## config.mk

```make
export PLATFORM = sky130hd
export DESIGN_NAME = wb_master_core
export DESIGN_NICKNAME = d
export VERILOG_FILES = /design/src/rtl/wb_master_pkg.sv /design/src/rtl/wb_timeout_cnt.sv /design/src/rtl/wb_master_core.sv
export SDC_FILE = /design/constraint.sdc
export NUM_CORES = 1
export LEC_CHECK = 0
export BUFFER_PORTS_ARGS = -buffer_cell sky130_fd_sc_hd__buf_2
export CAP_MARGIN = 15
export CORE_MARGIN = 2
export CORE_UTILIZATION = 45
export DETAILED_ROUTE_END_ITERATION = 16
export PLACE_DENSITY = 0.84
export REMOVE_ABC_BUFFERS = 1
export SYNTH_ARGS = -nofsm -noshare
export SYNTH_HDL_FRONTEND = slang
export SYNTH_SLANG_ARGS = --single-unit
```

## constraint.sdc

```tcl
create_clock -name clk -period 1.65 [get_ports clk]
set_clock_uncertainty 0.1 [all_clocks]
set_input_delay 0.33 -clock clk [delete_from_list [all_inputs] [get_ports clk]]
set_output_delay 0.33 -clock clk [all_outputs]
set_load 0.01 [all_outputs]
```

## src/rtl/wb_master_pkg.sv

```systemverilog
// Shared types for the Wishbone classic single-transfer initiator.
// Holds FSM state encoding, default widths, command bundle and counter helper.
package wb_master_pkg;

  localparam int ADDR_W_DEF = 8;
  localparam int DATA_W_DEF = 32;
  localparam int SEL_WIDTH  = DATA_W_DEF / 8;
  localparam int CNT_WIDTH  = 8;

  typedef enum logic [1:0] {
    IDLE = 2'd0,
    BUS  = 2'd1,
    RESP = 2'd2
  } state_t;

  typedef struct packed {
    logic                  we;
    logic [ADDR_W_DEF-1:0] addr;
    logic [DATA_W_DEF-1:0] wdata;
    logic [SEL_WIDTH-1:0]  sel;
  } cmd_t;

  // Last counter value before a transfer is declared timed out.
  function automatic logic [CNT_WIDTH-1:0] cnt_limit(input int cycles);
    return CNT_WIDTH'(cycles - 1);
  endfunction

endpackage

```

## src/rtl/wb_timeout_cnt.sv

```systemverilog
// Bus-phase watchdog: 8-bit clear/enable counter with expiry flag.
// Ports: clk, reset, clr_i, en_i in; expired_o high when count == LIMIT-1.
module wb_timeout_cnt
  import wb_master_pkg::*;
#(
  parameter int LIMIT = 16
) (
  input  logic clk,
  input  logic reset,
  input  logic clr_i,
  input  logic en_i,
  output logic expired_o
);

  localparam logic [CNT_WIDTH-1:0] LAST = cnt_limit(LIMIT);

  logic [CNT_WIDTH-1:0] cnt_q;
  logic [CNT_WIDTH-1:0] cnt_d;

  always_comb begin
    cnt_d = cnt_q;
    if (clr_i) begin
      cnt_d = '0;
    end else if (en_i) begin
      cnt_d = cnt_q + 1'b1;
    end
  end

  always_ff @(posedge clk) begin
    if (reset) begin
      cnt_q <= '0;
    end else begin
      cnt_q <= cnt_d;
    end
  end

  assign expired_o = (cnt_q == LAST);

endmodule

```

## src/rtl/wb_master_core.sv

```systemverilog
// Wishbone B4 classic single-transfer initiator with ack/err/timeout.
// Ports: cmd_* request (valid/ready), rsp_* one-cycle result, wb_* bus.
module wb_master_core
  import wb_master_pkg::*;
#(
  parameter int ADDR_WIDTH     = 8,
  parameter int DATA_WIDTH     = 32,
  parameter int TIMEOUT_CYCLES = 16
) (
  input  logic                    clk,
  input  logic                    reset,
  input  logic                    cmd_valid,
  output logic                    cmd_ready,
  input  logic                    cmd_we,
  input  logic [ADDR_WIDTH-1:0]   cmd_addr,
  input  logic [DATA_WIDTH-1:0]   cmd_wdata,
  input  logic [DATA_WIDTH/8-1:0] cmd_sel,
  output logic                    rsp_valid,
  output logic [DATA_WIDTH-1:0]   rsp_rdata,
  output logic                    rsp_err,
  output logic                    rsp_timeout,
  output logic                    wb_cyc_o,
  output logic                    wb_stb_o,
  output logic                    wb_we_o,
  output logic [ADDR_WIDTH-1:0]   wb_adr_o,
  output logic [DATA_WIDTH-1:0]   wb_dat_o,
  output logic [DATA_WIDTH/8-1:0] wb_sel_o,
  input  logic [DATA_WIDTH-1:0]   wb_dat_i,
  input  logic                    wb_ack_i,
  input  logic                    wb_err_i
);

  localparam int SW = DATA_WIDTH / 8;

  typedef struct packed {
    logic                  we;
    logic [ADDR_WIDTH-1:0] addr;
    logic [DATA_WIDTH-1:0] wdata;
    logic [SW-1:0]         sel;
  } bus_cmd_t;

  state_t   state_q, state_d;
  bus_cmd_t cmd_q, cmd_d;
  logic     cyc_q, cyc_d;
  logic     rvld_q, rvld_d;
  logic     rerr_q, rerr_d;
  logic     rto_q, rto_d;
  logic [DATA_WIDTH-1:0] rdat_q, rdat_d;

  logic cnt_clr;
  logic cnt_en;
  logic expired;

  wb_timeout_cnt #(
    .LIMIT(TIMEOUT_CYCLES)
  ) u_tmo (
    .clk      (clk),
    .reset    (reset),
    .clr_i    (cnt_clr),
    .en_i     (cnt_en),
    .expired_o(expired)
  );

  always_comb begin
    state_d = state_q;
    cmd_d   = cmd_q;
    cyc_d   = cyc_q;
    rvld_d  = 1'b0;
    rerr_d  = 1'b0;
    rto_d   = 1'b0;
    rdat_d  = '0;
    cnt_clr = 1'b0;
    cnt_en  = 1'b0;
    unique case (state_q)
      IDLE: begin
        cnt_clr = 1'b1;
        if (cmd_valid) begin
          cmd_d.we    = cmd_we;
          cmd_d.addr  = cmd_addr;
          cmd_d.wdata = cmd_wdata;
          cmd_d.sel   = cmd_sel;
          cyc_d       = 1'b1;
          state_d     = BUS;
        end
      end
      BUS: begin
        cnt_en = 1'b1;
        // err beats ack, and either beats an expiring watchdog.
        if (wb_err_i || wb_ack_i || expired) begin
          cyc_d   = 1'b0;
          cmd_d   = '0;
          rvld_d  = 1'b1;
          state_d = RESP;
          if (wb_err_i) begin
            rerr_d = 1'b1;
          end else if (wb_ack_i) begin
            rdat_d = cmd_q.we ? '0 : wb_dat_i;
          end else begin
            rerr_d = 1'b1;
            rto_d  = 1'b1;
          end
        end
      end
      RESP: begin
        state_d = IDLE;
      end
      default: begin
        state_d = IDLE;
        cyc_d   = 1'b0;
        cmd_d   = '0;
      end
    endcase
  end

  always_ff @(posedge clk) begin
    if (reset) begin
      state_q <= IDLE;
      cmd_q   <= '0;
      cyc_q   <= 1'b0;
      rvld_q  <= 1'b0;
      rerr_q  <= 1'b0;
      rto_q   <= 1'b0;
      rdat_q  <= '0;
    end else begin
      state_q <= state_d;
      cmd_q   <= cmd_d;
      cyc_q   <= cyc_d;
      rvld_q  <= rvld_d;
      rerr_q  <= rerr_d;
      rto_q   <= rto_d;
      rdat_q  <= rdat_d;
    end
  end

  assign cmd_ready   = (state_q == IDLE);
  assign rsp_valid   = rvld_q;
  assign rsp_rdata   = rdat_q;
  assign rsp_err     = rerr_q;
  assign rsp_timeout = rto_q;
  assign wb_cyc_o    = cyc_q;
  assign wb_stb_o    = cyc_q;
  assign wb_we_o     = cmd_q.we;
  assign wb_adr_o    = cmd_q.addr;
  assign wb_dat_o    = cmd_q.wdata;
  assign wb_sel_o    = cmd_q.sel;

endmodule

```

# [Word level (Yosys, flattened, before mapping)]
# Cells that the tools add are included.
[classes] add_sub_neg=1 eq_ne=5 n_mux=14 bitwise_logic=4 n_reduce_logical=10
[op_table] cell="case mux 45 bit (3 select lines)" count=1
[op_table] cell="2-to-1 mux 45 bit" count=2
[op_table] cell="adder 8 x 1 -> 8 bit (second input constant)" count=1
[op_table] cell="== test 8 x 4 -> 1 bit (second input constant)" count=1
[op_table] cell="2-to-1 mux 1 bit" count=7
[op_table] cell="OR reduction 6 bit" count=1
[op_table] cell="2-to-1 mux 2 bit" count=2
[op_table] cell="inequality test 2 bit (second input constant)" count=2
[op_table] cell="inverter 1 bit" count=4
[op_table] cell="case mux 2 bit (2 select lines)" count=1
[op_table] cell="OR reduction 2 bit" count=2
[op_table] cell="OR reduction 4 bit" count=1
[op_table] cell="case mux 1 bit (3 select lines)" count=1
[op_table] cell="AND reduction 3 bit" count=1
[op_table] cell="OR reduction 3 bit" count=1
[op_table] cell="== test 2 x 1 -> 1 bit (second input constant)" count=1
[op_table] cell="== test 2 bit (second input constant)" count=1
[op_table] cell="zero test 2 bit" count=1
[op_table] cell="logical OR 1 bit" count=2
[op_table] cell="AND reduction 2 bit" count=1
[totals] register_bits=91 input_bits=82 out_inout_bits=83 elab_cells=45

# [Depth between registers and ports, before layout]
# Gate-level depths: netlist of run 1.
[depth] word_depth=4 ltp_mapped=6 depth_no_buf=4

# [Modules after synthesis]
# Synthesis of run 1 repeated with hierarchy kept, for this count alone.
[hier_totals] hier_cells=285 area_unflattened_um2=3198.1
[by_module_without_submodules] mod="wb_master_core" n_inst=1 cells_each=245 area_per_inst_um2=2840.2 seq_area_each_um2=1661.6
[by_module_without_submodules] mod="wb_timeout_cnt" n_inst=1 cells_each=40 area_per_inst_um2=357.8 seq_area_each_um2=160.2

# [Worst setup path after synthesis of run 1]
# Ideal clock, no wire load.
[synth_path] path_kind="input -> register" from="input reset" to="register rdat_q[10] (netlist: rsp_rdata[10])" setup_time_ns=0.059 arrival_time_ns=1.410 t_required_ns=1.491 slack_ns=0.081 path_stages=5 n_path_buf=2 path_cell_list="buf_2 -> or3b_4 -> nor3b_4 -> clkbuf_2 -> and2_1"
[synth_via] elab_chain_cells=1
[synth_rtl] item="start, declared" line_no="wb_master_core.sv:11" source="input logic reset,"
[synth_rtl] item="OR reduction 6 bit (no source line)"
[synth_rtl] item="end signal, assigned" line_no="wb_master_core.sv:131" source="rdat_q <= rdat_d;"
[synth_rtl] item="end, declared" line_no="wb_master_core.sv:48" source="logic [DATA_WIDTH-1:0] rdat_q, rdat_d;"
# No other way between the ends.
# A chain may end at the register's enable or synchronous reset.

# [Worst setup path in the final report of run 1]
[layout_path] from="register u_tmo.cnt_q[2]" to="register cmd_q (netlist bit wb_dat_o[9])"
[layout_via] elab_chain_cells=4
[layout_rtl] item="start, declared" line_no="wb_timeout_cnt.sv:17" source="logic [CNT_WIDTH-1:0] cnt_q;"
[layout_rtl] item="start signal, assigned" line_no="wb_timeout_cnt.sv:33" source="cnt_q <= cnt_d;"
[layout_rtl] item="== test 8 x 4 -> 1 bit" line_no="wb_timeout_cnt.sv:37" source="assign expired_o = (cnt_q == LAST);"
[layout_rtl] item="logical OR 1 bit" line_no="wb_master_core.sv:89" source="if (wb_err_i || wb_ack_i || expired) begin"
[layout_rtl] item="inequality test 2 bit (no source line)"
[layout_rtl] item="AND reduction 3 bit (no source line)"
[layout_rtl] item="end signal, assigned" line_no="wb_master_core.sv:126" source="cmd_q <= cmd_d;"
[layout_rtl] item="end, declared" line_no="wb_master_core.sv:43" source="bus_cmd_t cmd_q, cmd_d;"
# No other way between the ends.

==> out/results.txt, run 1 <==
status = finished, final reports clean
remaining antenna violation count after routing = 0
Crit. End Element = flip-flop
M1 GR Usage = 23.8%
LEAKAGE = 0.00213 uW
reg-to-reg slack, setup = 70 ps
CP max FO = 18
power per cell area = 998 nW/um2
initial antenna violation count = 0
R2R Path End = wb_dat_o[9]$_SDFFE_PP0P_
async set-reset flop share out of synthesis = 0%
hold_ws = 76.0 ps
P_int = 3540 uW
grt ovf = 0
ant diodes = 0
Initial Util = 46.7%
GRT busiest layer = met2
total CTS buffers = 9
Final Critical Period = 1580 ps
Slew headroom = 62.2%
post-layout util = 64.5%
wire per inst = 14.5 um
Worst-Margin Slew = 565 ps
nets@finish = 601
CTS tree = built
combinational power share = 11.8%
prevailing post-synth register cell = dfxtp_1
GRT Total Usage = 20.6%
Synth area leader = dfxtp_1
switching pwr = 1160 uW
DRC = 0
vias = 3276
synthesis-stage register bit count = 91
hpwl dp = 6320 um
synth unique cells = 38
Die Height = 91.0 um
Num Clock Sinks = 91
worst r2r src = u_tmo.cnt_q[2]$_SDFFE_PP0N_
unrepaired setup endpoints after global routing = true
Post-CTS Setup Bufs = 0
GPL Wtd Cong = 0.790
sw frac = 24.6%
multi-input logic area = 1490 um2
met3 GRT Util = 5.64%
placed cell count = 605
Final Hold Fails = 0
Core ar. = 7290 um2
Filler cells = 641
warnings from Yosys = 0
largest net degree at the start of global routing = 73
DIE AREA = 8270 um2
DRT Pass-1 Iters = 4
Final period util = 95.9%
number of synthesized flops with an enable pin = 0
Die Wd = 91.0 um
WP buf/inv = 1
Worst Hold End = rsp_rdata[31]$_SDFF_PP0_
Critical Path Max Stage Delay = 430 ps
count leader, synth = dfxtp_1
IO Pins = 165
Flop pwr share = 49.4%
register area share after synthesis = 53.5%
required time of the worst setup path = 1770 ps
synthesized area per cell = 9.56 um2
Synth Cell Area = 3400 um2
Max clock buf depth = 2
r2r worst-path depth = 4
CP top delay family = simple AND/OR/NAND/NOR gates
min-delay worst type = input pin to flip-flop
most frequent cells after synthesis = dfxtp_1 (91), nand2_1 (49), a21oi_1 (43), a311oi_1 (36), and2_1 (32)
clock-pin slew on the worst setup and hold paths = 90 ps
register area = 1820 um2
final setup vio count = 0
port bufs = 164
fraction of layout cells with a size suffix above 1 = 40.9%
Rows = 31
Mapped Cells = 356
GRT met2 Usage = 35.9%
Hold-fix buffers, CTS = 0
maximum clock rate = 0.632 GHz
CTS Root Cell = clkbuf_8
WP data arrival = 1700 ps
final WL = 9040 um
hold wc startpoint = wb_dat_i[31]
first-pass GRT wire length = 14200 um
slowest cell on the critical path = or3b_4
crit-path cells = or3b_4 -> o21ai_4 -> clkbuf_16 -> a311oi_1
Peak VDD IR = 0.661 mV
Max Cap Viol = 0
Area contributors post-synth = dfxtp_1 (54%), a311oi_1 (9.3%), a21oi_1 (6.3%)
Via density = 5.27
startpoint types = flip-flop
Slew Limit Fails = 0
CTS H-Tree Depth = 3
Final Non-Filler Cells = 622
DR iter-0 viols = 172
Synth top area share = 53.5%
Layout area overhead = 38.3%
CP Class = flip-flop to flip-flop
clock power share = 38.9%
vias in the first global route = 3156
worst-skew pair later-pin latency = 340 ps
hold depth = 2
==> stage by stage <==
step / setup TNS, ps / setup WS, ps / instance area, um2 / power (uW)
2_1_floorplan: -127350 / -3410 / 3250 / 2620
3_3_place_gp: 0 / 83.7 / 4370 / 2880
3_5_place_dp: -12.0 / -12.0 / 4370 / 2900
4_1_cts: 0 / 56.8 / 4620 / 4720
5_1_grt: -17.5 / -17.5 / 4700 / 4910
6_report: 0 / 68.3 / 4700 / 4690
==> power groups by stage <==
| stage | sequential, uW | clock, uW | combinational [uW] |
|---|---|---|---|
| after detailed placement | 2370 | 0 | 536 |
| after global placement | 2360 | 0 | 519 |
| after CTS | 2320 | 1870 | 537 |
| after global routing | 2330 | 1970 | 609 |
| after floorplan | 2400 | 0 | 220 |
| final | 2320 | 1820 | 553 |
==> state kept, by name, indices dropped and copies added (netlist names) <==
signal and count:
wb_dat_o 32, wb_adr_o 8, rsp_err 1, wb_we_o 1
rsp_timeout 1, rsp_rdata 32, wb_cyc_o 1, wb_sel_o 4
rsp_valid 1, state_q 2, u_tmo.cnt_q 8
==> worst max path at each step <==
stage	startpoint	endpoint	slack (ps)	cells after the start
finish	u_tmo.cnt_q[2]$_SDFFE_PP0N_	wb_dat_o[9]$_SDFFE_PP0P_	70	4
CTS	u_tmo.cnt_q[2]$_SDFFE_PP0N_	wb_dat_o[4]$_SDFFE_PP0P_	60	4
global route	state_q[1]$_SDFFE_PP0P_	wb_dat_o[4]$_SDFFE_PP0P_	-20	4
global placement	state_q[0]$_SDFFE_PP0P_	rsp_rdata[0]$_SDFF_PP0_	80	4
detailed placement	state_q[1]$_SDFFE_PP0P_	wb_dat_o[4]$_SDFFE_PP0P_	-10	5
floorplan	state_q[1]$_SDFFE_PP0P_	wb_adr_o[6]$_SDFFE_PP0P_	-3410	3
==> metal layers <==
metal	vias up	share of wire, %
met1	1527	40
met3	20	5.6
met2	105	52
met4	0	2.6
met5	-	0
li1	1624	-
==> cells by family (layout without fill, tap and decap cells) <==
group	after synthesis	count (layout)	share of synthesized area, %
AOI/OAI and AO/OA	99	99	20.1
xor gates and xnor gates	1	1	0.257
adders and majority gates	1	1	0.368
buffers and inverters	31	198	4.34
DFF	91	91	53.5
and+or+nand+nor	133	133	21.4
==> area by class of cell <==
cell class	count	area share, %
clock buffer	9	2.63
clock inverter	7	2.58
sequential	91	38.8
multi-input combinational	234	31.7
tap	99	2.63
timing repair buffer	182	21.7
==> layout by cell type (no fill, tap or decap), types with 4 or more instances in the layout <==
cell and instances:
nand2_1 49, nor2_1 6, clkbuf_8 9, a311oi_1 33
buf_4 13, nand3_1 18, a21oi_1 43, dfxtp_1 89
o21ai_0 4, o2111ai_1 9, buf_2 164, and2_1 32
==> worst register-to-register path, cell delays in order (launching register included) <==
cell	delay, ps
dfxtp_1	390
or3b_4	430
o21ai_4	220
clkbuf_16	220
a311oi_1	90
==> timing repair <==
action                                  CTS  global route
endpoints found under the setup margin    3            20
resized for setup                         2            10
pin swaps                                 0             2
cloned                                    0             1
No activity file was read; power rests on OpenSTA's default activity.
==> inputs of run 2 (changes only) <==
--- a/config.mk
+++ b/config.mk
@@ -12,6 +12,7 @@
 export DETAILED_ROUTE_END_ITERATION = 16
 export PLACE_DENSITY = 0.84
 export REMOVE_ABC_BUFFERS = 1
+export SETUP_SLACK_MARGIN = 0.15
 export SYNTH_ARGS = -nofsm -noshare
 export SYNTH_HDL_FRONTEND = slang
 export SYNTH_SLANG_ARGS = --single-unit
==> constraint.sdc (replaced) <==
create_clock -name clk -period 1.65 [get_ports clk]
set_clock_uncertainty 0.1 [all_clocks]
set_input_delay 0.165 -clock clk [delete_from_list [all_inputs] [get_ports clk]]
set_output_delay 0.165 -clock clk [all_outputs]
set_load 0.01 [all_outputs]
==> out/results.txt, run 2 (synthesized netlist as in run 1, its figures left out) <==
status = finished, final reports clean (unchanged)
vias = 4031 (was 3276)
unrepaired setup endpoints after global routing = true (unchanged)
Slew Limit Fails = 0 (unchanged)
Worst-Margin Slew = 451 ps (was 565 ps)
LEAKAGE = 0.00261 uW (was 0.00213 uW)
CP Class = flip-flop to flip-flop (unchanged)
CP most frequent cell = nand2b_1
Via density = 5.61 (was 5.27)
fraction of layout cells with a size suffix above 1 = 41.9% (was 40.9%)
DR iter-0 viols = 187 (was 172)
min-delay worst type = input pin to flip-flop (unchanged)
Final Critical Period = 1640 ps (was 1580 ps)
CP top delay family = flip-flops (was simple AND/OR/NAND/NOR gates)
WP data arrival = 1790 ps (was 1700 ps)
final worst setup slack = 11.8 ps (was 68.3 ps)
hpwl dp = 6180 um (was 6320 um)
maximum clock rate = 0.610 GHz (was 0.632 GHz)
Slew headroom = 69.9% (was 62.2%)
power per cell area = 802 nW/um2 (was 998 nW/um2)
Crit. End Element = flip-flop (unchanged)
nets@finish = 698 (was 601)
most common cell after layout, fill and taps aside = buf_2 (unchanged)
Final Hold Fails = 0 (unchanged)
CTS H-Tree Depth = 3 (unchanged)
Critical Path Max Stage Delay = 420 ps (was 430 ps)
CTS Root Cell = clkbuf_8 (unchanged)
largest net degree at the start of global routing = 73 (unchanged)
DIE AREA = 8270 um2 (unchanged)
Filler cells = 441 (was 641)
post-layout util = 80.5% (was 64.5%)
DRC = 0 (unchanged)
Layout area overhead = 72.5% (was 38.3%)
CP max FO = 36 (was 18)
GRT Total Usage = 27.1% (was 20.6%)
DRT Pass-1 Iters = 5 (was 4)
final setup TNS = 0 ps (unchanged)
total CTS buffers = 9 (unchanged)
ant diodes = 0 (unchanged)
clock-pin slew on the worst setup and hold paths = 100 ps (was 90 ps)
Die Height = 91.0 um (unchanged)
hold depth = 3 (was 2)
Initial Util = 46.7% (unchanged)
IO Pins = 165 (unchanged)
Final period util = 99.3% (was 95.9%)
Rows = 31 (unchanged)
slowest cell on the critical path = dfxtp_4 (was or3b_4)
Num Clock Sinks = 91 (unchanged)
first-pass GRT wire length = 18100 um (was 14200 um)
final setup vio count = 0 (unchanged)
Core ar. = 7290 um2 (unchanged)
Max Cap Viol = 0 (unchanged)
r2r worst-path depth = 5 (was 4)
WP buf/inv = 2 (was 1)
port bufs = 164 (unchanged)
CTS tree = built (unchanged)
Max clock buf depth = 2 (unchanged)
Peak VDD IR = 0.571 mV (was 0.661 mV)
CP Depth = 5 (was 4)
wire per inst = 17.8 um (was 14.5 um)
Die Wd = 91.0 um (unchanged)
GPL Wtd Cong = 0.795 (was 0.790)
remaining antenna violation count after routing = 0 (unchanged)
initial antenna violation count = 0 (unchanged)
final WL = 12800 um (was 9040 um)
commonest non-fill, non-tap cells in the layout = buf_2 (164), dfxtp_1 (83), dlygate4sd3_1 (76), nand2_1 (49), a21oi_1 (41) (was buf_2 (164), dfxtp_1 (89), nand2_1 (49), a21oi_1 (43), a311oi_1 (33))
worst-skew pair later-pin latency = 360 ps (was 340 ps)
Placement Setup Slack = 52.4 ps (was -12.0 ps)
total power = 4710 uW (was 4690 uW)
grt ovf = 0 (unchanged)
required time of the worst setup path = 1800 ps (was 1770 ps)
crit-path cells = buf_4 -> nand2b_1 -> nand2b_1 -> buf_6 -> a311oi_1 (was or3b_4 -> o21ai_4 -> clkbuf_16 -> a311oi_1)
startpoint types = flip-flop (unchanged)
vias in the first global route = 3854 (was 3156)
-- run 2: changes by cell type in the layout (fill, tap and decap cells not counted), sizes merged --
cell	previous run	this run
dlygate4sd3	0	76
buf	180	199
bufinv	3	1
clkbuf	11	13
clkinv	1	2
clkinvlp	0	1
-- run 2: final cells by class --
| type | count | area [um2] | area share [%] |
|---|---|---|---|
| timing repair buffer | 279 | 2090 | 35.6 |
| sequential | 91 | 1840 | 31.3 |
| multi-input combinational | 234 | 1620 | 27.6 |
| clock buffer | 9 | 124 | 2.11 |
| tap | 99 | 124 | 2.11 |
| clock inverter | 7 | 73.8 | 1.26 |
-- run 2: timing repair --
item,CTS,global route
endpoints found under the hold margin,74,1
cloned,3,5
gates resized for setup,21,33
buffers inserted,9,4
endpoints found under the setup margin,72,83
pin swaps,1,8
hold buffers,75,1
-- run 2: per-layer routing --
| metal | up-vias | global-route usage (%) | wire (um) |
|---|---|---|---|
| met3 | 58 | 5.64 | 817 |
| met5 | - | 0 | 0 |
| met1 | 1916 | 30.4 | 4710 |
| met4 | 0 | 15.9 | 635 |
| li1 | 1823 | - | - |
| met2 | 234 | 47.3 | 6640 |
-- run 2: worst paths after layout --
| path | end | slack [ps] | start |
|---|---|---|---|
| setup / recovery | wb_dat_o[28]$_SDFFE_PP0P_ | 10 | state_q[1]$_SDFFE_PP0P_ |
| hold / removal | wb_dat_o[12]$_SDFFE_PP0P_ | 20 | cmd_wdata[12] |
| setup reg to reg | wb_dat_o[28]$_SDFFE_PP0P_ | 10 | state_q[1]$_SDFFE_PP0P_ |
| hold reg to reg | u_tmo.cnt_q[7]$_SDFFE_PP0N_ | 400 | u_tmo.cnt_q[7]$_SDFFE_PP0N_ |
-- run 2: where the power goes --
| part | switching (uW) | internal, uW |
|---|---|---|
| Clock | 849 | 713 |
| Sequential | 52.0 | 2270 |
| Combinational | 402 | 423 |
-- run 2: per-stage QoR --
step | hold WS (ps) | instances | area [um2]
final | 18.1 | 719 | 5870
after global routing | 13.3 | 719 | 5870
after CTS | 0.896 | 709 | 5580
after detailed placement | 270 | 606 | 4380
after global placement | 264 | 606 | 4380
after floorplan | 134 | 325 | 3250
-- run 2: worst min-delay path: stages --
cell,delay (ps)
buf_2,110
nand2_1,50
a311oi_1,90
